`config.mk`:
```
export PLATFORM = sky130hd
export DESIGN_NAME = uart_tx_scheduler
export DESIGN_NICKNAME = d
export VERILOG_FILES = /design/src/rtl/uart_tx_scheduler.sv
export SDC_FILE = /design/constraint.sdc
export NUM_CORES = 1
export LEC_CHECK = 0
export BUFFER_PORTS_ARGS = -buffer_cell sky130_fd_sc_hd__buf_2
export CORE_MARGIN = 3
export CORE_UTILIZATION = 25
export CTS_CLUSTER_DIAMETER = 100
export DETAILED_ROUTE_END_ITERATION = 10
export PLACE_DENSITY_LB_ADDON = 0.05
export SETUP_SLACK_MARGIN = 0.4
export SLEW_MARGIN = 15
export SYNTH_ARGS = -nofsm -noshare
export SYNTH_HDL_FRONTEND = slang
export SYNTH_SLANG_ARGS = --single-unit
```
`constraint.sdc`:
```
create_clock -name clk -period 4 [get_ports clk]
set_input_delay 0.8 -clock clk [delete_from_list [all_inputs] [get_ports clk]]
set_output_delay 0.8 -clock clk [all_outputs]
set_load 0.02 [all_outputs]
```
`src/rtl/uart_tx_scheduler.sv`:
```
// Round-robin arbiter that frames one requester's cmd/arg at a time as
// HEADER, id, cmd, arg, checksum and streams the bytes to uart_tx over valid/ready.
//
// state | meaning
// IDLE  | no frame; pick next requester round-robin after rr_last
// HDR   | presenting HEADER
// ID    | presenting granted requester index
// CMD   | presenting captured cmd
// ARG   | presenting captured arg
// CSUM  | presenting id ^ cmd ^ arg; acceptance ends the frame
module uart_tx_scheduler #(
  parameter int                N_REQ  = 3,
  parameter int                BITS_N = 8,
  parameter logic [BITS_N-1:0] HEADER = 8'hAA
) (
  input  logic                      clk,
  input  logic                      rst,
  input  logic [N_REQ-1:0]          req_valid,
  input  logic [N_REQ*BITS_N-1:0]   req_cmd,
  input  logic [N_REQ*BITS_N-1:0]   req_arg,
  output logic [N_REQ-1:0]          req_ack,
  output logic [BITS_N-1:0]         tx_data,
  output logic                      tx_valid,
  input  logic                      tx_ready,
  output logic                      busy,
  output logic                      frame_done
);

  localparam int ID_W = (N_REQ > 1) ? $clog2(N_REQ) : 1;

  typedef enum logic [2:0] {IDLE, HDR, ID, CMD, ARG, CSUM} state_t;

  state_t            state, state_next;
  logic [ID_W-1:0]   rr_last;
  logic [ID_W-1:0]   id_q;
  logic [BITS_N-1:0] cmd_q, arg_q;

  logic              gnt_found;
  logic [ID_W-1:0]   gnt_idx, cand;
  logic [N_REQ-1:0]  gnt_onehot;
  logic [BITS_N-1:0] sel_cmd, sel_arg;
  logic [BITS_N-1:0] id_ext;

  // Search starts one past the last winner, so the last winner has lowest priority.
  always_comb begin
    gnt_found  = 1'b0;
    gnt_idx    = '0;
    cand       = '0;
    gnt_onehot = '0;
    for (int k = 1; k <= N_REQ; k++) begin
      cand = ID_W'((int'(rr_last) + k) % N_REQ);
      if (!gnt_found && req_valid[cand]) begin
        gnt_found = 1'b1;
        gnt_idx   = cand;
      end
    end
    gnt_onehot[gnt_idx] = gnt_found;
  end

  always_comb begin
    sel_cmd = '0;
    sel_arg = '0;
    for (int i = 0; i < N_REQ; i++) begin
      if (gnt_idx == ID_W'(i)) begin
        sel_cmd = req_cmd[i*BITS_N +: BITS_N];
        sel_arg = req_arg[i*BITS_N +: BITS_N];
      end
    end
  end

  always_ff @(posedge clk) begin
    if (rst) begin
      state   <= IDLE;
      rr_last <= ID_W'(N_REQ - 1);
      id_q    <= '0;
      cmd_q   <= '0;
      arg_q   <= '0;
      req_ack <= '0;
    end else begin
      state   <= state_next;
      req_ack <= '0;
      if (state == IDLE && gnt_found) begin
        req_ack <= gnt_onehot;
        rr_last <= gnt_idx;
        id_q    <= gnt_idx;
        cmd_q   <= sel_cmd;
        arg_q   <= sel_arg;
      end
    end
  end

  always_comb begin
    state_next = state;
    case (state)
      IDLE:    if (gnt_found) state_next = HDR;
      HDR:     if (tx_ready)  state_next = ID;
      ID:      if (tx_ready)  state_next = CMD;
      CMD:     if (tx_ready)  state_next = ARG;
      ARG:     if (tx_ready)  state_next = CSUM;
      CSUM:    if (tx_ready)  state_next = IDLE;
      default: state_next = IDLE;
    endcase
  end

  assign id_ext = {{(BITS_N-ID_W){1'b0}}, id_q};

  // Outputs decode from registered state, so tx_data cannot move while stalled.
  always_comb begin
    tx_data    = '0;
    tx_valid   = (state != IDLE);
    busy       = (state != IDLE);
    frame_done = (state == CSUM) && tx_ready;
    case (state)
      HDR:     tx_data = HEADER;
      ID:      tx_data = id_ext;
      CMD:     tx_data = cmd_q;
      ARG:     tx_data = arg_q;
      CSUM:    tx_data = id_ext ^ cmd_q ^ arg_q;
      default: tx_data = '0;
    endcase
  end

endmodule

```
==> out/metrics.yaml <==
grt_max_degree: 24
overflow: 0
postCtsSetupBuffers: 0
cp_top_family: "simple AND/OR/NAND/NOR gates"
syn_inst: 266
hold_class: "flop to flop"
drv_cap: 0
setup_tns_ns: 0
dr.pass1.iters: 4
gp_congestion: 0.7754
yosys_most_used_dff: "dfxtp_1"
end_kind: "flop"
final_common_cell: "buf_2"
finalSetupViolCount: 0
hold_buffers: 0
clock-skew-final_ns: 0.006761
syn-cell-area_sq_mm: 0.002012
clk-insertion-delay-late_ns: 0.28
cp.depth: 7
power.density_mw_per_mm2: 683.0
numPortBuffers: 67
synth-seq-cells: 25
drive_above_1_share_pct: 25.16
path_buf_inv: 1
regToRegSetupSlack_ns: 1.18
vias: 2165
r2r_end: "arg_q[3]$_SDFFE_PP0P_"
fillers: 881
async_flop_share_pct: 0
yosys_warnings: 0
clock_path_buffers: 2
grt_pass1_wl_mm: 10.92
wl_mm: 6.969
start_kind: "flop"
peakVddDrop_mv: 0.3873
endpoint: "arg_q[3]$_SDFFE_PP0P_"
critPathLaunch: "rr_last[1]$_SDFFE_PP1P_"
reg2reg_from: "rr_last[1]$_SDFFE_PP1P_"
cpMaxStageDelayCell: "or3_1"
clk_pin_slew_ns: 0.10
final_cell_mix: "buf_2 (67), dfxtp_1 (25), nand2_1 (19), nor3_1 (16), inv_1 (16)"
routedWlPerCell_um: 16.59
worstPathRequired_ns: 4.18
hold_viol_final: 0
status: "completed"
clock-sinks: 25
post_cts_resized: 0
worst_slack_ns: 1.184
die_w_um: 95.71
synth_cell_type_count: 48
antenna_found_initial: 0
min_period_ns: 2.816
nets: 376
crit_chain: "inv_1 -> ha_1 -> nor4bb_1 -> or3_1 -> and2_4 -> or4b_1 -> a311oi_1"
path_class: "flop to flop"
yosys-top-cells-area: "dfxtp_1 (25%), a221o_1 (5.5%), a221oi_1 (4.4%)"
crit_fanout: 12
rows: 32
r2r_cells: 7
die_y_um: 95.71
drv_slew: 0
relSlewSlack_pct: 33.23
rsz0062_at_grt: "no"
crit_path_max_incr_delay_ns: 0.55
dpl_worst_slack_ns: 1.179
via_per_inst: 5.155
power.leakage_nw: 0.9870
worst_slew_pin_slew_ns: 0.9948
cts_buffers: 3
initial_core_util_pct: 25.90
drc: 0
areaGrowthSynthToFinish_pct: 21.46
synth-edff-count: 0
cts_tree: "built"
hpwl_mm: 5.121
first_iter_violations: 110
arrival_ns: 3.00
hp-start: "cmd_q[5]$_SDFFE_PP0P_"
yosysTopAreaCell: "dfxtp_1"
coreArea_sq_mm: 0.007767
syn_nets: 323
antenna_cells: 0
grt_pass1_vias: 2051
ios: 68
root_buffer: "clkbuf_8"
fmax_mhz: 355.2
grtUsageTotal_pct: 15.49
fin_crit_sh_pct: 70.39
finalNonFillerCells: 420
ant_nets: 0
synth.avg_cell_area_sq_um: 7.564
die_area_sq_mm: 0.009160
synth_top_area_share_pct: 24.88
place_inst: 416
cts_max_level: 1
synth-seq-area-share_pct: 24.88
flip-flops by register name (all words and copies together) (netlist names):
name     flops
rr_last      2
state        3
id_q         1
arg_q        8
cmd_q        8
req_ack      3
worst min-delay path, cell delays in order, from the launching register on:
cell,delay [ns]
dfxtp_1,0.34
nand2_1,0.07
a31oi_1,0.06
power by group:
part           internal, mW  total [mW]  switching, mW  leakage (nW)
sequential            0.331       0.435          0.105         0.206
combinational         0.404        1.07          0.669         0.758
clock                0.0716       0.161         0.0895        0.0228
Yosys cell counts (2+ instances only):
| library cell | number |
|---|---|
| nor2_1 | 12 |
| mux2i_1 | 7 |
| a211oi_1 | 2 |
| clkbuf_1 | 14 |
| o211ai_1 | 6 |
| xnor2_1 | 2 |
| a32oi_1 | 2 |
| o21ai_1 | 3 |
| inv_1 | 16 |
| a32o_1 | 3 |
| dfxtp_1 | 25 |
| and2_1 | 11 |
| or3_1 | 2 |
| nor3_1 | 16 |
| buf_6 | 2 |
| buf_2 | 6 |
| nor3b_1 | 2 |
| nand2_1 | 19 |
| a31oi_1 | 12 |
| nand3b_1 | 6 |
| and3_1 | 3 |
| nand2b_1 | 6 |
| o22ai_1 | 2 |
| a21oi_1 | 13 |
| nand3_1 | 12 |
| ha_1 | 3 |
| o21ai_0 | 12 |
| a221oi_1 | 10 |
| o2111ai_1 | 5 |
| nor2b_1 | 2 |
| a221o_1 | 11 |
| a21boi_1 | 3 |
layer usage:
layer | share of wire [%] | track usage [%] | up-vias
li1 | - | - | 1109
met1 | 46 | 20.82 | 997
met2 | 47 | 25.59 | 52
met3 | 5.2 | 2.502 | 7
met4 | 1.4 | 4.265 | 0
met5 | 0 | 0 | -
worst min-delay path by stage:
stage,endpoint,slack [ns],cells past startpoint
global placement,cmd_q[6]$_SDFFE_PP0P_,0.49,2
floorplan,arg_q[4]$_SDFFE_PP0P_,0.46,2
global route,cmd_q[5]$_SDFFE_PP0P_,0.52,2
finish,cmd_q[5]$_SDFFE_PP0P_,0.51,2
detailed placement,cmd_q[5]$_SDFFE_PP0P_,0.50,2
CTS,cmd_q[5]$_SDFFE_PP0P_,0.51,2
cells by family after synthesis:
family | after synthesis | synth area share [%]
and+or+nand+nor | 94 | 24.63
xor gates and xnor gates | 3 | 1.306
AOI/OAI and AO/OA | 93 | 34.52
DFF | 25 | 24.88
buffers and inverters | 40 | 8.769
adders and majority gates | 3 | 1.866
muxes | 8 | 4.042
area by class of cell:
cell class,instances,area (sq um),area share [%]
multi-input combinational,201,1341,54.89
clock buffer,4,45.04,1.843
tap,102,127.6,5.223
timing repair buffer,71,365.4,14.95
inverter,17,63.81,2.611
sequential,25,500.5,20.48
through the flow:
stage          utilization [%]  total power [mW]  hold slack [ns]  instance area [sq um]
2_1_floorplan                -             1.245           0.4589                   2012
3_3_place_gp             30.88             1.518           0.4862                   2399
3_5_place_dp             30.88             1.519           0.4960                   2399
4_1_cts                  31.46             1.682           0.5096                   2444
5_1_grt                  31.46             1.827           0.5244                   2444
6_report                 31.46             1.669           0.5071                   2444
(Power assumes the default switching activity.)
